===== config.mk =====
export PLATFORM = sky130hd
export DESIGN_NAME = approx_mult_share_arbiter
export DESIGN_NICKNAME = d
export VERILOG_FILES = /design/src/rtl/approx_mult_share_arbiter.sv
export SDC_FILE = /design/constraint.sdc
export NUM_CORES = 1
export LEC_CHECK = 0
export ABC_AREA = 1
export ABC_CLOCK_PERIOD_IN_PS = 2000
export BUFFER_PORTS_ARGS = -buffer_cell sky130_fd_sc_hd__buf_4
export CORE_MARGIN = 4
export CORE_UTILIZATION = 36
export CTS_BUF_LIST = sky130_fd_sc_hd__clkbuf_2
export DETAILED_ROUTE_END_ITERATION = 10
export GPL_ROUTABILITY_DRIVEN = 0
export MAX_ROUTING_LAYER = met4
export PLACE_DENSITY = 0.7
export RECOVER_POWER = 50
export SLEW_MARGIN = 5
export SYNTH_ARGS = -nofsm -noshare
export SYNTH_HDL_FRONTEND = slang
export SYNTH_SLANG_ARGS = --single-unit

===== constraint.sdc =====
create_clock -name clk -period 2 [get_ports clk]
set_input_delay 0.4 -clock clk [delete_from_list [all_inputs] [get_ports clk]]
set_output_delay 0.4 -clock clk [all_outputs]
set_load 0.05 [all_outputs]

===== src/rtl/approx_mult_share_arbiter.sv =====
// approx_mult_share_arbiter
// Round-robin front end for one shared, purely combinational 8x8 multiplier.
// Only one multiply is in flight at a time. The granted operands are registered
// onto mul_a/mul_b and held for MUL_LAT cycles. The product is then captured and
// returned with the requester id.
//
// Handshake semantics (both channels): a transfer happens on a rising clk edge
// where valid and ready are both 1. A requester may drop req_valid before it is
// granted; that is legal and leaves the round-robin pointer untouched. Once
// rsp_valid is raised, rsp_p/rsp_id stay stable and rsp_valid stays high until
// rsp_ready is sampled high.
module approx_mult_share_arbiter #(
  parameter int NUM_REQ = 4,
  parameter int ID_W    = 2,
  parameter int MUL_LAT = 2
) (
  input  logic                 clk,
  input  logic                 rst_n,
  input  logic [NUM_REQ-1:0]   req_valid,
  input  logic [8*NUM_REQ-1:0] req_a,
  input  logic [8*NUM_REQ-1:0] req_b,
  output logic [NUM_REQ-1:0]   req_ready,
  output logic [7:0]           mul_a,
  output logic [7:0]           mul_b,
  input  logic [15:0]          mul_p,
  output logic                 rsp_valid,
  input  logic                 rsp_ready,
  output logic [15:0]          rsp_p,
  output logic [ID_W-1:0]      rsp_id,
  output logic [1:0]           state_dbg
);

  typedef enum logic [1:0] {
    ST_IDLE = 2'd0,
    ST_BUSY = 2'd1,
    ST_DONE = 2'd2
  } state_t;

  state_t            state;
  state_t            state_next;
  logic [ID_W-1:0]   rr_ptr;
  logic [3:0]        cnt;

  logic [NUM_REQ-1:0] hi_mask;
  logic [NUM_REQ-1:0] hi_req;
  logic [NUM_REQ-1:0] search_vec;
  logic               grant_found;
  logic [ID_W-1:0]    grant_idx;
  logic [ID_W-1:0]    rr_next;
  logic [7:0]         sel_a;
  logic [7:0]         sel_b;
  logic               accept;

  assign state_dbg = state;

  // Round-robin search: prefer requests at or above rr_ptr, else wrap to the lowest.
  always_comb begin
    hi_mask     = ~((NUM_REQ'(1) << rr_ptr) - NUM_REQ'(1));
    hi_req      = req_valid & hi_mask;
    search_vec  = (hi_req != '0) ? hi_req : req_valid;
    grant_found = (req_valid != '0);
    grant_idx   = '0;
    for (int i = NUM_REQ - 1; i >= 0; i--) begin
      if (search_vec[i]) begin
        grant_idx = ID_W'(i);
      end
    end
  end

  // Operand mux for the granted requester and the pointer value after it.
  always_comb begin
    sel_a = '0;
    sel_b = '0;
    for (int i = 0; i < NUM_REQ; i++) begin
      if (grant_idx == ID_W'(i)) begin
        sel_a = req_a[8*i +: 8];
        sel_b = req_b[8*i +: 8];
      end
    end
    rr_next = (grant_idx == ID_W'(NUM_REQ - 1)) ? '0 : grant_idx + ID_W'(1);
  end

  // One-hot ready, only while idle and out of reset.
  always_comb begin
    req_ready = '0;
    for (int i = 0; i < NUM_REQ; i++) begin
      req_ready[i] = rst_n && (state == ST_IDLE) && grant_found &&
                     (grant_idx == ID_W'(i));
    end
  end

  assign accept = (state == ST_IDLE) && grant_found;

  // Next-state logic for the IDLE -> BUSY -> DONE -> IDLE cycle.
  always_comb begin
    state_next = state;
    case (state)
      ST_IDLE: if (accept)     state_next = ST_BUSY;
      ST_BUSY: if (cnt == '0)  state_next = ST_DONE;
      ST_DONE: if (rsp_ready)  state_next = ST_IDLE;
      default:                 state_next = ST_IDLE;
    endcase
  end

  // State register.
  always_ff @(posedge clk) begin
    if (!rst_n) begin
      state <= ST_IDLE;
    end else begin
      state <= state_next;
    end
  end

  // Datapath: operand capture, settle counter, product capture and response flag.
  always_ff @(posedge clk) begin
    if (!rst_n) begin
      rr_ptr    <= '0;
      cnt       <= '0;
      mul_a     <= '0;
      mul_b     <= '0;
      rsp_valid <= 1'b0;
      rsp_p     <= '0;
      rsp_id    <= '0;
    end else begin
      case (state)
        ST_IDLE: begin
          if (accept) begin
            mul_a  <= sel_a;
            mul_b  <= sel_b;
            rsp_id <= grant_idx;
            rr_ptr <= rr_next;
            cnt    <= 4'(MUL_LAT - 1);
          end
        end
        ST_BUSY: begin
          if (cnt != '0) begin
            cnt <= cnt - 4'd1;
          end else begin
            rsp_p     <= mul_p;
            rsp_valid <= 1'b1;
          end
        end
        ST_DONE: begin
          if (rsp_ready) begin
            rsp_valid <= 1'b0;
          end
        end
        default: begin
          rsp_valid <= 1'b0;
        end
      endcase
    end
  end

endmodule


==> impl_results.md <==
- Final Skew: 0.0205 ns
- FFs w/ async S/R, synth: 0%
- Relative area change from synthesis to final layout: 54.9%
- DR pass1 iterations: 4
- Area of the placeable core: approximately 0.0060 mm²
- Critical path data required time: 1.60 ns
- Chain of cells forming the critical path: nand2_2 -> nand2_2 -> nand4_1 -> nand2_1 -> nor2_2 -> nand2_4 -> inv_4 -> ha_4 -> inv_4 -> nor2_4 -> buf_8
- Global-route wire length before repair: 11.2 mm
- Synth top cells by count: 121 x nand2_1, 66 x nor2_1, 43 x dfxtp_1
- Final critical-path required period: 2.35 ns
- Final Routed Wirelength: 7.12 mm
- Die boundary height: 87.5 µm
- Unrepaired setup endpoints after global routing: yes
- Hold depth: 3
- Category of the most critical setup path: reg -> out
- Clock slew at the register clock pins of the worst setup and hold paths: 0.23 ns
- Initial core utilization: 37.7%
- Area of the die: 0.00765 mm²
- NetSw: ~1.9 mW
- Predominant post-synthesis flop cell: dfxtp_1
- Syn Area/Cell: roughly 6.4 µm²
- Lkg Pwr: 1.84 nW
- Total power per unit cell area: 1130 mW/mm²
- Buffer and inverter count on the worst path: 3
- Detailed Route Iter0 Violations: between 80 and 90
- I/O Buffers: ~130
- Sequential share of power: 30.0%
- Most numerous cell in the Yosys netlist: nand2_1
- Overall overflow remaining after global route: 0
- Dpl hpwl: 5.33 mm
- Proportion of power drawn by combinational gates: 57.5%
- Combined area of all synthesized cells: 0.00227 mm²
- Synthesized netlist cell count: 353
- Dominant delay contributor by cell family on the critical path: simple AND/OR/NAND/NOR gates
- Portion of the post-synthesis area used by sequential elements: a little under two fifths
- Number of global-route vias before repair: roughly 2,500
- Number of synthesized flops with an enable pin: 0
- DP Cell Count: 551
- Transition at the pin with the smallest max-transition slack: ~0.94 ns
- Routed length per placed instance: roughly 13 µm
- Internal power: about 2 mW
- Largest stage delay on the critical path: 0.39 ns
- Standard-cell row count: 28
- Area share of the leading cell type in the synthesized netlist: 37.9%
- Top achievable clock speed: 426 MHz
- Hold Vio Cnt, Final: 0
- Total routing usage reported by global routing: 18.5%
- Critical path depth in cells: 11
- Status: finished, violations left
- Relative slew slack: 37.4%
- Cell accounting for the most synthesized area: dfxtp_1
- Setup crit start kind: flip-flop
- Non-filler cells in the finished layout: 567
- Worst-Skew Late Latency: 0.41 ns
- Warnings from Yosys: 0
- Minimum setup slack after placement: -0.133 ns
- Clock network power share: 12.4%
- Total number of vias: ~2,600
- Max_cap viols: 0
- CTS H-Tree Depth: 2
- Deepest clock path buffer count: 2
- Max rail drop VDD: 0.618 mV
- Die W: 87.5 µm
- Final worst slack: -0.348 ns
- Distinct cells, synth: 21
- Number of flip-flops and latches in the synthesized netlist: 43
- Worst-path maximum fanout: 3
- Number of buffers added by the clock tree synthesis step: 5
- TritonCTS clock tree: done
- Vias per std cell: roughly 4.7
- Critical Path Sink Type: output port
- Root buffer cell: clkbuf_2
- Violated checks: negative setup slack
- Total I/O pin count: around 130
- Number of inserted diodes: 0
- Pin count of the biggest net entering global routing: 33
- Switching power as a share of total power: 48.9%
- TritonCTS Sinks: 43
- Antenna violations before repair: 0
- Hold WC Path Type: in -> reg
- Layout cell share with drive strength beyond 1: 36.6%
- Cell with the biggest individual delay on the critical path: dfxtp_2
- Arr. time, crit path: approximately 2.0 ns
- Main area contributors after synthesis: dfxtp_1 38%, nand2_1 20%, nor2_1 11%
- Fin nets: 583
- Final count of negative-setup-slack endpoints: 20
- Number of nets still failing antenna checks after routing: 0
- Post-Syn Nets: roughly 450
- FF-to-FF path depth: 16
- Total DRC errors in the routed layout: 0
- Final Cycle Share: 117%
- Final Max Slew Viols: 0
worst paths after layout:
check / endpoint / slack (ns) / start
setup / recovery: req_ready[2] / -0.35 / rr_ptr[0]$_SDFFE_PN0P_
hold reg to reg: mul_b[7]$_SDFFE_PN0P_ / 0.47 / mul_b[7]$_SDFFE_PN0P_
hold / removal: rsp_p[11]$_SDFFE_PN0P_ / 0.20 / mul_p[11]
setup reg to reg: mul_b[4]$_SDFFE_PN0P_ / -0.13 / rr_ptr[0]$_SDFFE_PN0P_
stage by stage:
stage               util [%]  power, mW  instance area, µm²  hold WS (ns)  TNS, ns
floorplan                  -       2.75                2300         0.440   -0.169
global placement        55.4       3.39                3340         0.438   -0.377
detailed placement      55.4       3.41                3340         0.445    -1.70
CTS                     58.5       4.02                3520         0.180    -1.25
global route            58.5       4.27                3520         0.165    -6.88
finish                  58.5       3.97                3520         0.201    -3.06
layout by cell type (no fill, tap or decap):
master     instances
nand4_1            1
inv_4              6
nor2_4             6
clkinv_2           1
buf_6              1
nand3_1            5
nand2_1          117
nand3_2            1
clkinv_1           1
nand3b_1           1
a21oi_1           22
nand2_4            2
dfxtp_2            2
inv_2              3
nor2_1            62
clkbuf_1          17
nor3_1             1
buf_4            125
ha_1               1
nand2_2            4
nor2_2            13
bufinv_16          1
dfxtp_1           41
o21ai_1           17
buf_8              4
inv_1              8
o21ai_2            1
o21ai_0           18
ha_4               4
nor2_8             1
clkbuf_2           5
area by class of cell:
| type | instances | area, µm² |
|---|---|---|
| clock buffers | 5 | 25.0 |
| multi-input cells | 277 | 1350 |
| well taps | 75 | 93.8 |
| clock inverters | 3 | 38.8 |
| inverters | 17 | 78.8 |
| fillers | 570 | 2500 |
| flip-flops and latches | 43 | 863 |
| repair buffers | 147 | 1070 |
flip-flops by register name, indices dropped and copies added, names as in the netlist:
| name | flops |
|---|---|
| rr_ptr | 2 |
| cnt | 4 |
| rsp_id | 2 |
| rsp_valid | 1 |
| rsp_p | 16 |
| state_dbg | 2 |
| mul_b | 8 |
| mul_a | 8 |
metal layers:
layer	routed length (µm)	up-vias	global-route usage, %
li1	-	1378	-
met1	3160	1131	24.0
met2	2990	128	27.9
met3	889	9	6.15
met4	82	0	4.18
met5	0	-	-
logic make-up after synthesis:
family / synth area share (%)
adders and majority gates: 2.75
buffers and inverters: 7.87
DFF: 37.9
and+or+nand+nor: 38.7
AOI/OAI and AO/OA: 12.8
repair_timing:
action                                  in CTS  in global routing
buffers inserted                             2                  6
hold buffers                                 0                  0
pin swaps                                    9                 15
resized for setup                           27                 15
cloned                                       1                  0
endpoints found under the setup margin      20                 20
tightest hold or removal path, cell delays in order:
cell	delay, ns
buf_4	0.08
nor2_1	0.03
nor2_1	0.08
power groups by stage:
stage | Clock, mW | Combinational (mW) | Sequential (mW)
after CTS | 0.514 | 2.32 | 1.19
after detailed placement | 0 | 2.20 | 1.21
after global placement | 0 | 2.18 | 1.20
final | 0.493 | 2.28 | 1.19
after global routing | 0.555 | 2.50 | 1.22
after floorplan | 0 | 0.923 | 1.83
(Power assumes the default switching activity.)
